`config.mk`:
```
export PLATFORM = sky130hd
export DESIGN_NAME = hist_stream_out
export DESIGN_NICKNAME = d
export VERILOG_FILES = /design/src/rtl/hist_stream_out.sv
export SDC_FILE = /design/constraint.sdc
export NUM_CORES = 1
export LEC_CHECK = 0
export BUFFER_PORTS_ARGS = -buffer_cell sky130_fd_sc_hd__buf_4
export CORE_ASPECT_RATIO = 0.5
export CORE_UTILIZATION = 45
export CTS_BUF_LIST = sky130_fd_sc_hd__clkbuf_8
export DETAILED_ROUTE_END_ITERATION = 12
export PLACE_DENSITY_LB_ADDON = 0.25
export SYNTH_ARGS = -nofsm -noshare
export SYNTH_HDL_FRONTEND = slang
export SYNTH_SLANG_ARGS = --single-unit
```
`constraint.sdc`:
```
create_clock -name clock -period 11.1 [get_ports clock]
set_input_delay 1.665 -clock clock [delete_from_list [all_inputs] [get_ports clock]]
set_output_delay 1.665 -clock clock [all_outputs]
set_load 0.03 [all_outputs]
```
`src/rtl/hist_stream_out.sv`:
```
// hist_stream_out: per-frame luminance histogram with valid/ready bin readout.
// Passive tap on the raster pixel stream. Each frame starting at (0,0) is binned
// into a 1R1W RAM, then streamed out bin by bin (clear-on-accept), and the
// windowed percentile bounds of the dumped frame are published.
// Ports:
//   clock, n_rst                 clock, asynchronous active-low reset
//   in_pixel/in_vcnt/in_hcnt     pixel value and raster position
//   out_valid/out_ready          bin stream handshake
//   out_bin/out_count/out_last   bin index, pixel count, last-bin flag
//   win_lo/win_hi/win_valid      window bounds and their update pulse
//   skip_count                   frames missed because a dump was in progress
module hist_stream_out #(
  parameter int BIT_WIDTH    = 8,
  parameter int IMAGE_HEIGHT = -1,
  parameter int IMAGE_WIDTH  = -1,
  parameter int FRAME_HEIGHT = -1,
  parameter int FRAME_WIDTH  = -1,
  parameter int WINDOW_RANGE = 90,
  localparam int unsigned BW     = (BIT_WIDTH > 0) ? BIT_WIDTH : 1,
  localparam int unsigned IH_L   = (IMAGE_HEIGHT > 0) ? IMAGE_HEIGHT : 1,
  localparam int unsigned IW_L   = (IMAGE_WIDTH > 0) ? IMAGE_WIDTH : 1,
  localparam int unsigned FH_L   = (FRAME_HEIGHT > 1) ? FRAME_HEIGHT : 2,
  localparam int unsigned FW_L   = (FRAME_WIDTH > 1) ? FRAME_WIDTH : 2,
  localparam int unsigned WR_L   = (WINDOW_RANGE < 0) ? 0 : ((WINDOW_RANGE > 100) ? 100 : WINDOW_RANGE),
  localparam int unsigned DRANGE = 1 << BW,
  localparam int unsigned V_BITW = $clog2(FH_L),
  localparam int unsigned H_BITW = $clog2(FW_L),
  localparam int unsigned TOTAL  = IH_L * IW_L,
  localparam int unsigned CLIP   = (TOTAL * (100 - WR_L)) / 200,
  localparam int unsigned CW     = $clog2(TOTAL + 1)
) (
  input  logic              clock,
  input  logic              n_rst,
  input  logic [BW-1:0]     in_pixel,
  input  logic [V_BITW-1:0] in_vcnt,
  input  logic [H_BITW-1:0] in_hcnt,
  output logic              out_valid,
  input  logic              out_ready,
  output logic [BW-1:0]     out_bin,
  output logic [CW-1:0]     out_count,
  output logic              out_last,
  output logic [BW-1:0]     win_lo,
  output logic [BW-1:0]     win_hi,
  output logic              win_valid,
  output logic [7:0]        skip_count
);

  typedef enum logic [1:0] {S_INIT, S_WAIT, S_COUNT, S_DUMP} state_t;

  state_t state, state_next;

  logic          at_origin_c, in_active_c, at_last_c;
  logic          count_en_c, skip_c;
  logic          accept_c, load_c, issue_c;
  logic          we_c;
  logic [BW-1:0] wa_c, ra_c;
  logic [CW-1:0] wd_c, rd_val_c, cum_next_c;
  logic          lo_hit_c, hi_hit_c;

  logic [BW-1:0] init_ptr;
  logic          s1_vld;
  logic [BW-1:0] s1_addr;
  logic [CW-1:0] rd_q;
  logic          fwd_hit;
  logic [CW-1:0] fwd_data;
  logic [BW:0]   iss_cnt;
  logic          r_vld;
  logic [BW-1:0] r_bin;
  logic [CW-1:0] cum;
  logic          lo_found, hi_found;
  logic [BW-1:0] lo_cand, hi_cand;

  logic [CW-1:0] mem [DRANGE];

  // Raster position decode
  assign at_origin_c = (in_vcnt == '0) && (in_hcnt == '0);
  assign in_active_c = (32'(in_vcnt) < IH_L) && (32'(in_hcnt) < IW_L);
  assign at_last_c   = (32'(in_vcnt) == IH_L - 1) && (32'(in_hcnt) == IW_L - 1);

  // State register
  always_ff @(posedge clock or negedge n_rst) begin
    if (!n_rst) state <= S_INIT;
    else        state <= state_next;
  end

  // Next-state and per-cycle strobes
  always_comb begin
    state_next = state;
    count_en_c = 1'b0;
    skip_c     = 1'b0;
    case (state)
      S_INIT:  if (init_ptr == '1) state_next = S_WAIT;
      S_WAIT:  if (at_origin_c) begin
                 count_en_c = in_active_c;
                 state_next = at_last_c ? S_DUMP : S_COUNT;
               end
      S_COUNT: begin
                 count_en_c = in_active_c;
                 if (at_last_c) state_next = S_DUMP;
               end
      S_DUMP:  begin
                 skip_c = at_origin_c;
                 if (accept_c && out_last) state_next = S_WAIT;
               end
      default: state_next = S_INIT;
    endcase
  end

  // RAM port control: a read issued on edge e is usable in the following cycle;
  // a write landing on the same edge as a read to the same bin is forwarded.
  always_comb begin
    accept_c = out_valid && out_ready;
    load_c   = r_vld && (!out_valid || out_ready);
    issue_c  = (state == S_DUMP) && !iss_cnt[BW] && (!r_vld || load_c);
    rd_val_c = fwd_hit ? fwd_data : rd_q;

    // A stalled prefetch keeps re-reading its own bin so rd_q stays current
    ra_c = in_pixel;
    if (state == S_DUMP) ra_c = issue_c ? iss_cnt[BW-1:0] : r_bin;

    we_c = 1'b0;
    wa_c = s1_addr;
    wd_c = rd_val_c + CW'(1);
    if (state == S_INIT) begin
      we_c = 1'b1;
      wa_c = init_ptr;
      wd_c = '0;
    end else if (s1_vld) begin
      we_c = 1'b1;
    end else if (accept_c) begin
      we_c = 1'b1;
      wa_c = out_bin;
      wd_c = '0;
    end

    cum_next_c = cum + out_count;
    lo_hit_c   = !lo_found && (cum_next_c > CW'(CLIP));
    hi_hit_c   = !hi_found && (cum_next_c >= CW'(TOTAL - CLIP));
  end

  // Histogram RAM (no reset; cleared by INIT)
  always_ff @(posedge clock) begin
    if (we_c) mem[wa_c] <= wd_c;
    rd_q <= mem[ra_c];
  end

  // Counting pipeline, dump stream, window tracking
  always_ff @(posedge clock or negedge n_rst) begin
    if (!n_rst) begin
      init_ptr   <= '0;
      s1_vld     <= 1'b0;
      s1_addr    <= '0;
      fwd_hit    <= 1'b0;
      fwd_data   <= '0;
      iss_cnt    <= '0;
      r_vld      <= 1'b0;
      r_bin      <= '0;
      out_valid  <= 1'b0;
      out_bin    <= '0;
      out_count  <= '0;
      out_last   <= 1'b0;
      cum        <= '0;
      lo_found   <= 1'b0;
      hi_found   <= 1'b0;
      lo_cand    <= '0;
      hi_cand    <= '0;
      win_lo     <= '0;
      win_hi     <= '0;
      win_valid  <= 1'b0;
      skip_count <= '0;
    end else begin
      init_ptr <= (state == S_INIT) ? init_ptr + BW'(1) : '0;
      s1_vld   <= count_en_c;
      s1_addr  <= in_pixel;
      fwd_hit  <= we_c && (wa_c == ra_c);
      fwd_data <= wd_c;

      if (state != S_DUMP) iss_cnt <= '0;
      else if (issue_c)    iss_cnt <= iss_cnt + (BW+1)'(1);

      if (issue_c) begin
        r_vld <= 1'b1;
        r_bin <= iss_cnt[BW-1:0];
      end else if (load_c) begin
        r_vld <= 1'b0;
      end

      if (load_c) begin
        out_valid <= 1'b1;
        out_bin   <= r_bin;
        out_count <= rd_val_c;
        out_last  <= (r_bin == '1);
      end else if (accept_c) begin
        out_valid <= 1'b0;
      end

      win_valid <= 1'b0;
      if (accept_c) begin
        if (out_last) begin
          // N(last) is TOTAL, so any bound not yet found is the last bin
          win_lo    <= lo_hit_c ? out_bin : lo_cand;
          win_hi    <= hi_hit_c ? out_bin : hi_cand;
          win_valid <= 1'b1;
          cum       <= '0;
          lo_found  <= 1'b0;
          hi_found  <= 1'b0;
        end else begin
          cum <= cum_next_c;
          if (lo_hit_c) begin
            lo_found <= 1'b1;
            lo_cand  <= out_bin;
          end
          if (hi_hit_c) begin
            hi_found <= 1'b1;
            hi_cand  <= out_bin;
          end
        end
      end

      if (skip_c && (skip_count != 8'hFF)) skip_count <= skip_count + 8'd1;
    end
  end

endmodule
```
# Word level (Yosys, flattened, before mapping)
# Memories as Yosys holds them, arrays and structs flattened. A register that Yosys moved wholly into a read port is not among the register bits.
# Index checks and enable logic that the tools add are counted.
# classes
n_addsub	5
mul	0
n_div	0
order_cmp	4
n_eq_ne	11
shifts	0
mux	37
bitwise	3
reduce_logical	30
# op_table
op	n
$mux 8	8
$mux 1	22
$mux 9	2
$add 8x1->8 const B	2
$eq 8x8->1 const B	2
$logic_and 1x1->1	11
$reduce_bool 2->1	5
$add 9x1->9 const B	1
$eq 8x8->1	1
$ne 8x8->1 const B	1
$reduce_and 2->1	4
$mux 2	3
$ne 2x2->1 const B	3
$pmux 2 s3	1
$logic_not 1->1	5
$eq 2x2->1 const B	2
$not 1->1	3
$reduce_and 3->1	1
$eq 2x1->1 const B	1
$logic_not 2->1	1
$logic_or 1x1->1	2
$lt 1x1->1 const B	2
$ne 2x1->1 const B	1
$pmux 1 s2	1
5 further kinds	5
# totals
ff_bits	94
latch_bits	0
mem_bits_rw	256
mem_bits_ro	0
in_bits	13
output_inout_bits	36
wordCells	113
n_memories	1
# mem_list
memory	words	word_bits	rd	rd_ports_with_merged_regs	wr	line_no	source
mem	256	1	1	1	1	73	logic [CW-1:0] mem [DRANGE];

# Longest topological paths before layout
# Gate-level depths: netlist of run 1.
# logic_depth
ltp_word	9
mapped_depth	15
mapped_depth_nobuf	10

# Least setup slack after synthesis of run 1
# OpenSTA, ideal clock, no wires.
# synth_path
path_kind	input to register
start	input out_ready
end	memory mem[0] (netlist name) (data pin)
setup_time_ps	876
arrival_time_ps	5497
path_slack_ps	4727
path_stages	4
path_buffers	1
path_cell_list	nand2_1 > or2_2 > buf_2 > and3_1
# synth_via
elab_chain_len	4
# synth_lines
element	line_no	source
start, declared	38	input logic out_ready,
$logic_and 1x1->1	112	accept_c = out_valid && out_ready;
$mux 1	130	end else if (accept_c) begin
$mux 1	128	end else if (s1_vld) begin
$mux 1	124	if (state == S_INIT) begin
via wd_c	57	logic [CW-1:0] wd_c, rd_val_c, cum_next_c;
end, declared	73	
# The timed path passes the listed nets, and every way through them passes these cells.

# Final worst setup path of run 1
# layout_path
start	input out_ready
end	register rd_q (read register of mem)
# layout_via
elab_chain_len	6
# layout_lines
element	line_no	source
$logic_or 1x1->1	113	load_c = r_vld && (!out_valid || out_ready);
$logic_and 1x1->1	113	
$logic_or 1x1->1	114	issue_c = (state == S_DUMP) && !iss_cnt[BW] && (!r_vld || load_c);
$logic_and 1x1->1	114	
$mux 8	-	
$mux 8	119	if (state == S_DUMP) ra_c = issue_c ? iss_cnt[BW-1:0] : r_bin;
end, declared	63	logic [CW-1:0] rd_q;
# Every way passes these cells.
# A chain may end at the register's enable or synchronous reset.

==> summary.md, run 1 <==
The run finished with clean final reports. The root buffer selected by CTS is sky130_fd_sc_hd__clkbuf_8. The number of flops mapped to enable cells by yosys came out at 256. The clock group share of total power is 24.3%, and the number of antenna violations at the first check in global routing is 0.

TritonCTS built the clock tree. After synthesis, the share of flip-flops with an asynchronous set or reset is 26.78%. Setup violations remaining at the end of the flow were counted as 0. The time the worst path needs with I/O delays and setup works out to 4.978 ns.

Once the clock tree was built, the setup fixing pass inserted 0 buffers. Setup repair after global routing left no endpoint under its margin. The worst register-to-register path has a depth of 13.

The switching share of power was 36.87%. The logs give 0 for the number of maximum-capacitance violations and 200.9 MHz for the maximum clock frequency. Via count of the first global-routing pass: 10,320.

For the reported net switching power, the log shows 0.001417 W. In the final routed layout, each cell accounts on average for 21.09 µm. In the layout the commonest cells are sky130_fd_sc_hd__nor2_1 (296), sky130_fd_sc_hd__edfxtp_1 (256), sky130_fd_sc_hd__nand2_1 (200). The count of inserted antenna diode cells is 0. Post-synthesis sequential area ratio: 64.25%.

The combinational cell fraction of total power is 32.8%, and the worst-path maximum fanout is 68. The mapped netlist covers 15,660 µm². Routability-driven placement finished with a final weighted congestion of 0.8380. When the netlist entered floorplanning its net count stood at 1,352. The global routing usage summed across all routing layers came out at 22.26%. For this design, the sink count on the clock tree is 351. The most used flip-flop cell after synthesis is sky130_fd_sc_hd__edfxtp_1. The first routing iteration left 1,132 violations. The maximum buffer depth of the clock tree is 3. The logs give 0 for the count of nets left with antenna violations after detail routing and 0.02575 ns for the final clock skew. The logs give 0 for the total count of max-transition violations in the final report and 2 for the count of H-tree levels built during CTS. The slew at the pin closest to its max-slew limit works out to 1.229 ns. The fraction of layout cells with a size suffix above 1 is 13.17%, and the relative contribution of sequential cells to total power is 42.9%. The area overhead of the layout relative to synthesis was 9.950%. The first TritonRoute pass finished after 5 iterations. After layout, the worst path uses 44.85% of the clock period. Detailed placement ended at an HPWL of 23,340 µm. The floorplan has 47 rows. The cell count of the worst hold path was 2; the placeable core region was 33,640 µm².

After technology mapping, the gate count stands at 1,332. Data on the critical path arrives at its endpoint at 5.46 ns. After clock tree synthesis, the clock-pin slew on the worst setup and hold paths is 0.06 ns. Once the clock tree was built, the resizer swapped 0 gates to a different size. The logs give 0 for the number of DRC violations after detailed routing and 49 for the count of pins on the block boundary. At the worst endpoint, the required time is 11.58 ns.

The commonest non-fill, non-tap cell in the layout was sky130_fd_sc_hd__nor2_1. In this run the power density over the cells is 223.3 nW/µm². In this run the horizontal extent of the chip is 265.8 µm.

Once the floorplan was initialized, standard cells occupied 46.54% of the core. The finished layout holds 1,877 standard cells, fillers aside. The final-stage net count came out at 1,394. Total congestion overflow after global routing: 0.

The tools report the aggregate negative setup slack as 0 ns. The Yosys step of the flow raised 0 warnings. The number of clock buffers added by TritonCTS is 51. The logs give 0.61 ns for the insertion delay of the later-clocked pin in the worst-skew pair and 1,786 for the number of placed cells counting well taps. In this run, synthesis produced a sequential element count of 351. STA classifies the critical path startpoint as a primary input. Dividing the detail-routed via count by the number of cells gives 5.672. The die covers 35,590 µm². The number of different library cells used by synthesis comes to 58. The maximum vdd ir drop is 0.1424 mV.

Summing over every cut layer, the via total after detailed routing is 10,650. STA classifies the critical path endpoint as a register. Maximum number of pins on one net before global-route repair: 132. Dividing the synthesized area by the synthesized cell count gives 11.75 µm². Port buffering added 48 buffers. After clock tree synthesis, the flow added hold-fix buffers numbering 0. The worst hold path belongs to the class reg -> reg. The critical path class was in -> reg.

The number of failing hold endpoints at the final stage came out at 0. In this run the tightest slew margin relative to its limit is 18.07%. The vertical die dimension was 133.9 µm. The leakage dissipation came out at 6.218 nW. The internal power of the cells totals 0.002426 W.

The tools report the first-pass GRT wire length as 59,660 µm. The overall power was 0.003844 W. The run gives 39,580 µm as the final wirelength.
-- synth_stat cells (all sizes together) (13+ instances only) --
cell    count  share of area (%)
clkbuf     44                1.1
mux2       35                2.5
o21ai      42                1.4
dfrtp      94                 15
nand2     200                4.8
nor4       13               0.56
mux2i      73                4.7
o22ai      13               0.52
nand3      42                1.3
xnor2      17               0.95
buf        30                1.6
nor2      300                7.3
edfxtp    256                 49
a21oi      28               0.90
a31oi      13               0.60
mux4       13                1.9
-- state kept, by name, indices dropped and copies added (netlist names), 2 cells and up --
signal      cells
hi_cand         8
init_ptr        8
iss_cnt         9
lo_cand         8
mem           256
out_bin         8
r_bin           8
s1_addr         8
skip_count      8
state           2
win_hi          8
win_lo          8
-- area by class of cell --
| cell class | count | area (µm²) |
|---|---|---|
| fill | 2992 | 16420 |
| sequential | 351 | 10060 |
| multi-input combinational | 899 | 5180 |
| clock buffer | 54 | 743.2 |
| tap | 465 | 581.8 |
| timing repair buffer | 63 | 473.0 |
| clock inverter | 37 | 146.4 |
| inverter | 8 | 30.03 |
-- kinds of logic after synthesis --
| family | share of synthesized area [%] |
|---|---|
| adder cells (fa/ha/maj) | 0.5594 |
| XOR/XNOR | 1.510 |
| flip-flops | 64.25 |
| buffers and inverters | 2.845 |
| multiplexers | 9.055 |
| AO/OA/AOI/OAI | 5.530 |
| AND/OR/NAND/NOR | 16.25 |
-- path summary, 6_finish.rpt --
kind,from,end,slack [ns]
worst max-delay path,out_ready,rd_q$_DFF_P_,6.12
worst min-delay path,win_hi[2]$_DFFE_PN0P_,win_hi[2]$_DFFE_PN0P_,0.48
worst max register to register,state[0]$_DFFE_PN0P_,rd_q$_DFF_P_,6.74
worst min register to register,win_hi[2]$_DFFE_PN0P_,win_hi[2]$_DFFE_PN0P_,0.48
max in group asynchronous,n_rst,s1_addr[5]$_DFF_PN0_,9.00
min in group asynchronous,n_rst,win_hi[1]$_DFFE_PN0P_,1.05
-- layer usage --
layer	track usage (%)	part of all wire [%]	vias to the layer above
li1	-	-	4807
met2	35.51	46	457
met4	6.162	1.7	0
met5	0	0	-
met3	5.012	9.3	58
met1	30.80	43	5325
-- power by group through the flow --
stage	Clock, W	Combinational [W]	Sequential (W)
3_5_place_dp	0	0.00125	0.00167
6_report	0.000932	0.00126	0.00165
5_1_grt	0.00100	0.00135	0.00166
4_1_cts	0.000947	0.00125	0.00165
2_1_floorplan	0	0.000867	0.00172
3_3_place_gp	0	0.00123	0.00167
-- per-stage QoR --
stage	utilization [%]	hold slack [ns]	setup slack, ns	area (µm²)
floorplan	-	0.4534	4.727	15660
global placement	48.53	0.4642	5.637	16320
detailed placement	48.53	0.4720	5.530	16320
CTS	51.18	0.4861	6.170	17210
global route	51.18	0.5181	5.907	17210
finish	51.18	0.4804	6.122	17210
-- critical path: stages --
cell and delay (ns):
sky130_fd_sc_hd__buf_4 0.12, sky130_fd_sc_hd__and3b_1 0.29, sky130_fd_sc_hd__o21ai_4 0.22, sky130_fd_sc_hd__a31o_4 0.17, sky130_fd_sc_hd__buf_4 0.70, sky130_fd_sc_hd__buf_4 0.74, sky130_fd_sc_hd__mux4_2 0.60, sky130_fd_sc_hd__nand3_1 0.10
sky130_fd_sc_hd__o221ai_1 0.10, sky130_fd_sc_hd__nor4_1 0.34, sky130_fd_sc_hd__nor2_1 0.09, sky130_fd_sc_hd__a211oi_1 0.20, sky130_fd_sc_hd__nor4_1 0.07
No activity file was read; power rests on OpenSTA's default activity.
==> run 2: changes to the inputs <==
==> constraint.sdc (replaced) <==
create_clock -name clock -period 4.2 [get_ports clock]
set_input_delay 0.63 -clock clock [delete_from_list [all_inputs] [get_ports clock]]
set_output_delay 0.63 -clock clock [all_outputs]
set_load 0.03 [all_outputs]
==> run 2 against run 1 <==
Effect of this change:
- non-clock buffer count rose by 38
- die area did not move
- clock power rose to 2.8 times the previous value
- core utilization rose by 1.2 points
- worst setup slack got worse by 5.7 ns
- via count rose by 0.87%
- combinational power rose to 2.9 times the previous value
- flip-flop and latch count did not move
- sequential power rose to 2.6 times the previous value
- largest power group unchanged
- highest routed layer unchanged
==> summary.md, run 2 (same netlist as run 1, synthesis figures left out) <==
The logs give 49 (unchanged) for the count of pins on the block boundary and 34.0% (+1.2 points) for the combinational cell fraction of total power. The global routing usage summed across all routing layers is 22.96% (+0.70 points), and the number of maximum-capacitance violations is 0 (unchanged). The overall die width was 265.8 µm (unchanged); the half-perimeter wire length of the detailed placement result was 25,480 µm (+9.2%).

The clock-pin slew reported for the worst setup and hold paths after clock tree synthesis is 0.07 ns (about the same), and the worst hold slack after final layout is 0.08357 ns (-0.3969 ns). For the number of placement rows, the log shows 47 (unchanged). Maximum number of pins on one net before global-route repair: 106 (-20%). The logs give 1,432 (+2.7%) for the final-stage net count and 1,111 (-1.9%) for the DRC marker count from the first detailed-route iteration. The logs give 10,740 (+0.87%) for the total number of vias and 1 (+1) for the number of antenna violations at the first check in global routing. The tools report the final number of setup-violating endpoints as 0 (unchanged).

For this run, the top clock speed supported by timing is 267.0 MHz. The average wire per standard cell came out at 21.01 µm (-0.34%). The commonest non-fill, non-tap cell in the layout is sky130_fd_sc_hd__nor2_1. The number of DRC violations after detailed routing is 0 (unchanged), and the footprint of the flip-flops and latches is 10,060 µm² (unchanged). The critical path is of the reg -> reg type.

The via count of the first global-routing pass is 10,530 (+2.1%). The count of instances resized after the clock tree is built was 0 (unchanged). The logs give 0 (unchanged) for the post-CTS repair timing setup buffer count and 0.3392 ns (-5.190 ns) for the worst slack at placement. The final weighted congestion in routability-driven placement was 0.9043 (+7.9%). The tools report the final clock skew as 0.03376 ns (+0.008013 ns). The count of H-tree levels built during CTS is 2 (unchanged), and the switching share of power is 36.14% (-0.73 points).

The tools report the detailed-router iteration count before antenna repair as 5 (unchanged). The tools report the insertion delay of the later-clocked pin in the worst-skew pair as 0.61 ns (about the same). The total count of max-transition violations in the final report is 0 (unchanged). The largest registers in the layout are mem: 256 flops, iss_cnt: 9 flops.

The total congestion overflow after global routing was 0 (unchanged). The top cell types in the final layout, fill and taps aside, are sky130_fd_sc_hd__nor2_1 (296), sky130_fd_sc_hd__edfxtp_1 (256), sky130_fd_sc_hd__nand2_1 (200). First-pass GRT wire length: 61,620 µm (+3.3%).

The maximum vdd ir drop was 0.3007 mV (+110%). Detailed-route vias per instance: 5.600 (-1.3%). The area of the multi-input gates came out at 5180 µm² (unchanged). Setup repair after global routing left no endpoint under its margin.

The largest stage delay on the critical path is 0.68 ns (-0.06 ns), and the time the worst path needs with I/O delays and setup is 3.745 ns. The setup slack of the critical path after layout came out at 0.4552 ns (-5.667 ns). The initial standard-cell utilization of the core came out at 46.54% (unchanged). The worst-path maximum fanout is 19 (-72%). Data required time at the worst endpoint: 4.48 ns (-7.10 ns). The tools report the maximum buffer depth of the clock tree as 3 (unchanged). The run gives 4.03 ns (-1.43 ns) as the arrival time reported for the critical path endpoint. The slew at the pin closest to its max-slew limit came out at 1.001 ns (-0.2283 ns). The tools report the number of buffers inserted during clock tree synthesis as 51 (unchanged).

The critical path capture point type was a register. The logs give 40,310 µm (+1.8%) for the final wirelength and 33.13% (+15 points) for the relative slew slack. The run gives 0.006759 W (+180%) as the internal power component. The count of inserted antenna diode cells is 0 (unchanged), and the vertical die dimension is 133.9 µm (unchanged). For the number of failing hold endpoints at the final stage, the log shows 0 (unchanged). The flip-flop count of the largest register, all copies and words added is 256 (unchanged), and the filler cell count in the final layout is 2,956 (-1.2%). Highest-delay cell along the critical path: sky130_fd_sc_hd__nand2_1. The path class of the lowest-slack min-delay path was in -> async. Count of buffers inserted at the top-level ports: 48 (unchanged). The total power density per cell area is 600.3 nW/µm² (+170%). The tools report the kind of start point of the critical path as a register. The flow ran to the end, and the final reports show no timing, DRC or antenna violations.

The tools report the leakage dissipation as 6.425 nW (+3.3%). The tools report the placeable core region as 33,640 µm² (unchanged). Walking the worst path, the cells encountered are inv_1 > ha_1 > clkinv_1 > a21oi_1 > nor3b_1 > nand2_1 > nor2_1. Fraction of the cycle the final worst path needs: 89.16%. Number of clock sinks: 351 (unchanged).

TritonCTS built the clock tree. The tools report the aggregate negative setup slack as 0 ns (unchanged). The top register by number of flip-flops was mem.

The clock group share of total power came out at 25.0% (+0.7 points). From synthesis to final layout, the design area changed by 12.63%. The relative contribution of sequential cells to total power is 41.0% (-1.9 points), and the overall power is 0.01058 W (+180%).

The fraction of layout cells with a size suffix above 1 came out at 15.90% (+2.7 points). The hold buffer count at CTS is 0 (unchanged), and the overall die area is 35,590 µm² (unchanged). The count of nets left with antenna violations after detail routing came out at 0 (unchanged).

The run gives 0.003825 W (+170%) as the reported net switching power. The tools report the root buffer selected by CTS as sky130_fd_sc_hd__clkbuf_8.
==> run 2: cell count changes in the layout (fill, tap and decap cells not counted) <==
cell                        before  now
sky130_fd_sc_hd__buf_4          63   97
sky130_fd_sc_hd__inv_1          32   24
sky130_fd_sc_hd__buf_12          0    4
sky130_fd_sc_hd__clkinv_1       10   14
sky130_fd_sc_hd__clkinv_2        2    6
sky130_fd_sc_hd__bufinv_16       0    2
sky130_fd_sc_hd__clkbuf_8       54   56
sky130_fd_sc_hd__clkinv_4        1    0
==> run 2: power by group through the flow <==
| stage | sequential [W] | clock, W | combinational (W) |
|---|---|---|---|
| after floorplan | 0.00449 | 0 | 0.00229 |
| after global placement | 0.00440 | 0 | 0.00351 |
| after detailed placement | 0.00441 | 0 | 0.00356 |
| after CTS | 0.00434 | 0.00270 | 0.00357 |
| after global routing | 0.00435 | 0.00286 | 0.00384 |
| final | 0.00434 | 0.00265 | 0.00360 |
==> run 2: area by class of cell <==
class | instances | share of cell area [%]
clock buffers | 56 | 4.371
clock inverters | 38 | 1.150
inverters | 8 | 0.1703
multi-input cells | 899 | 29.38
flip-flops and latches | 351 | 57.05
well taps | 465 | 3.300
repair buffers | 101 | 4.584
==> run 2: metal layers <==
layer	share of wire, %	global-route usage [%]	vias up
met1	42	30.91	5315
li1	-	-	4896
met3	9.7	5.930	65
met5	0	0	-
met4	2.1	6.737	0
met2	47	36.87	464
==> run 2: final timing paths <==
| path | slack (ns) | to | start | depth (start not counted) |
|---|---|---|---|---|
| setup / recovery | 0.46 | mem[71]$_DFFE_PP_ | state[0]$_DFFE_PN0P_ | 7 |
| hold / removal | 0.08 | skip_count[4]$_DFFE_PN0P_ | n_rst | 1 |
| setup reg to reg | 0.46 | mem[71]$_DFFE_PP_ | state[0]$_DFFE_PN0P_ | 7 |
| hold reg to reg | 0.48 | win_hi[7]$_DFFE_PN0P_ | win_hi[7]$_DFFE_PN0P_ | 2 |
| max in group asynchronous | 3.18 | s1_addr[5]$_DFF_PN0_ | n_rst | 2 |
| min in group clock | 0.15 | s1_addr[4]$_DFF_PN0_ | in_pixel[4] | 1 |
==> run 2: critical path, delay by kind of cell, from the launching register on <==
family                     cells  cell delay (ns)
and+or+nand+nor                3             1.51
adders and majority gates      1             0.53
AOI/OAI and AO/OA              1             0.43
buffers and inverters          2             0.53
DFF                            1             0.40
==> run 2: through the flow <==
stage / area, µm² / instances / util (%)
2_1_floorplan: 15660 / 1332 / -
3_3_place_gp: 16660 / 1824 / 49.53
3_5_place_dp: 16660 / 1824 / 49.53
4_1_cts: 17630 / 1918 / 52.42
5_1_grt: 17630 / 1918 / 52.42
6_report: 17630 / 1918 / 52.42
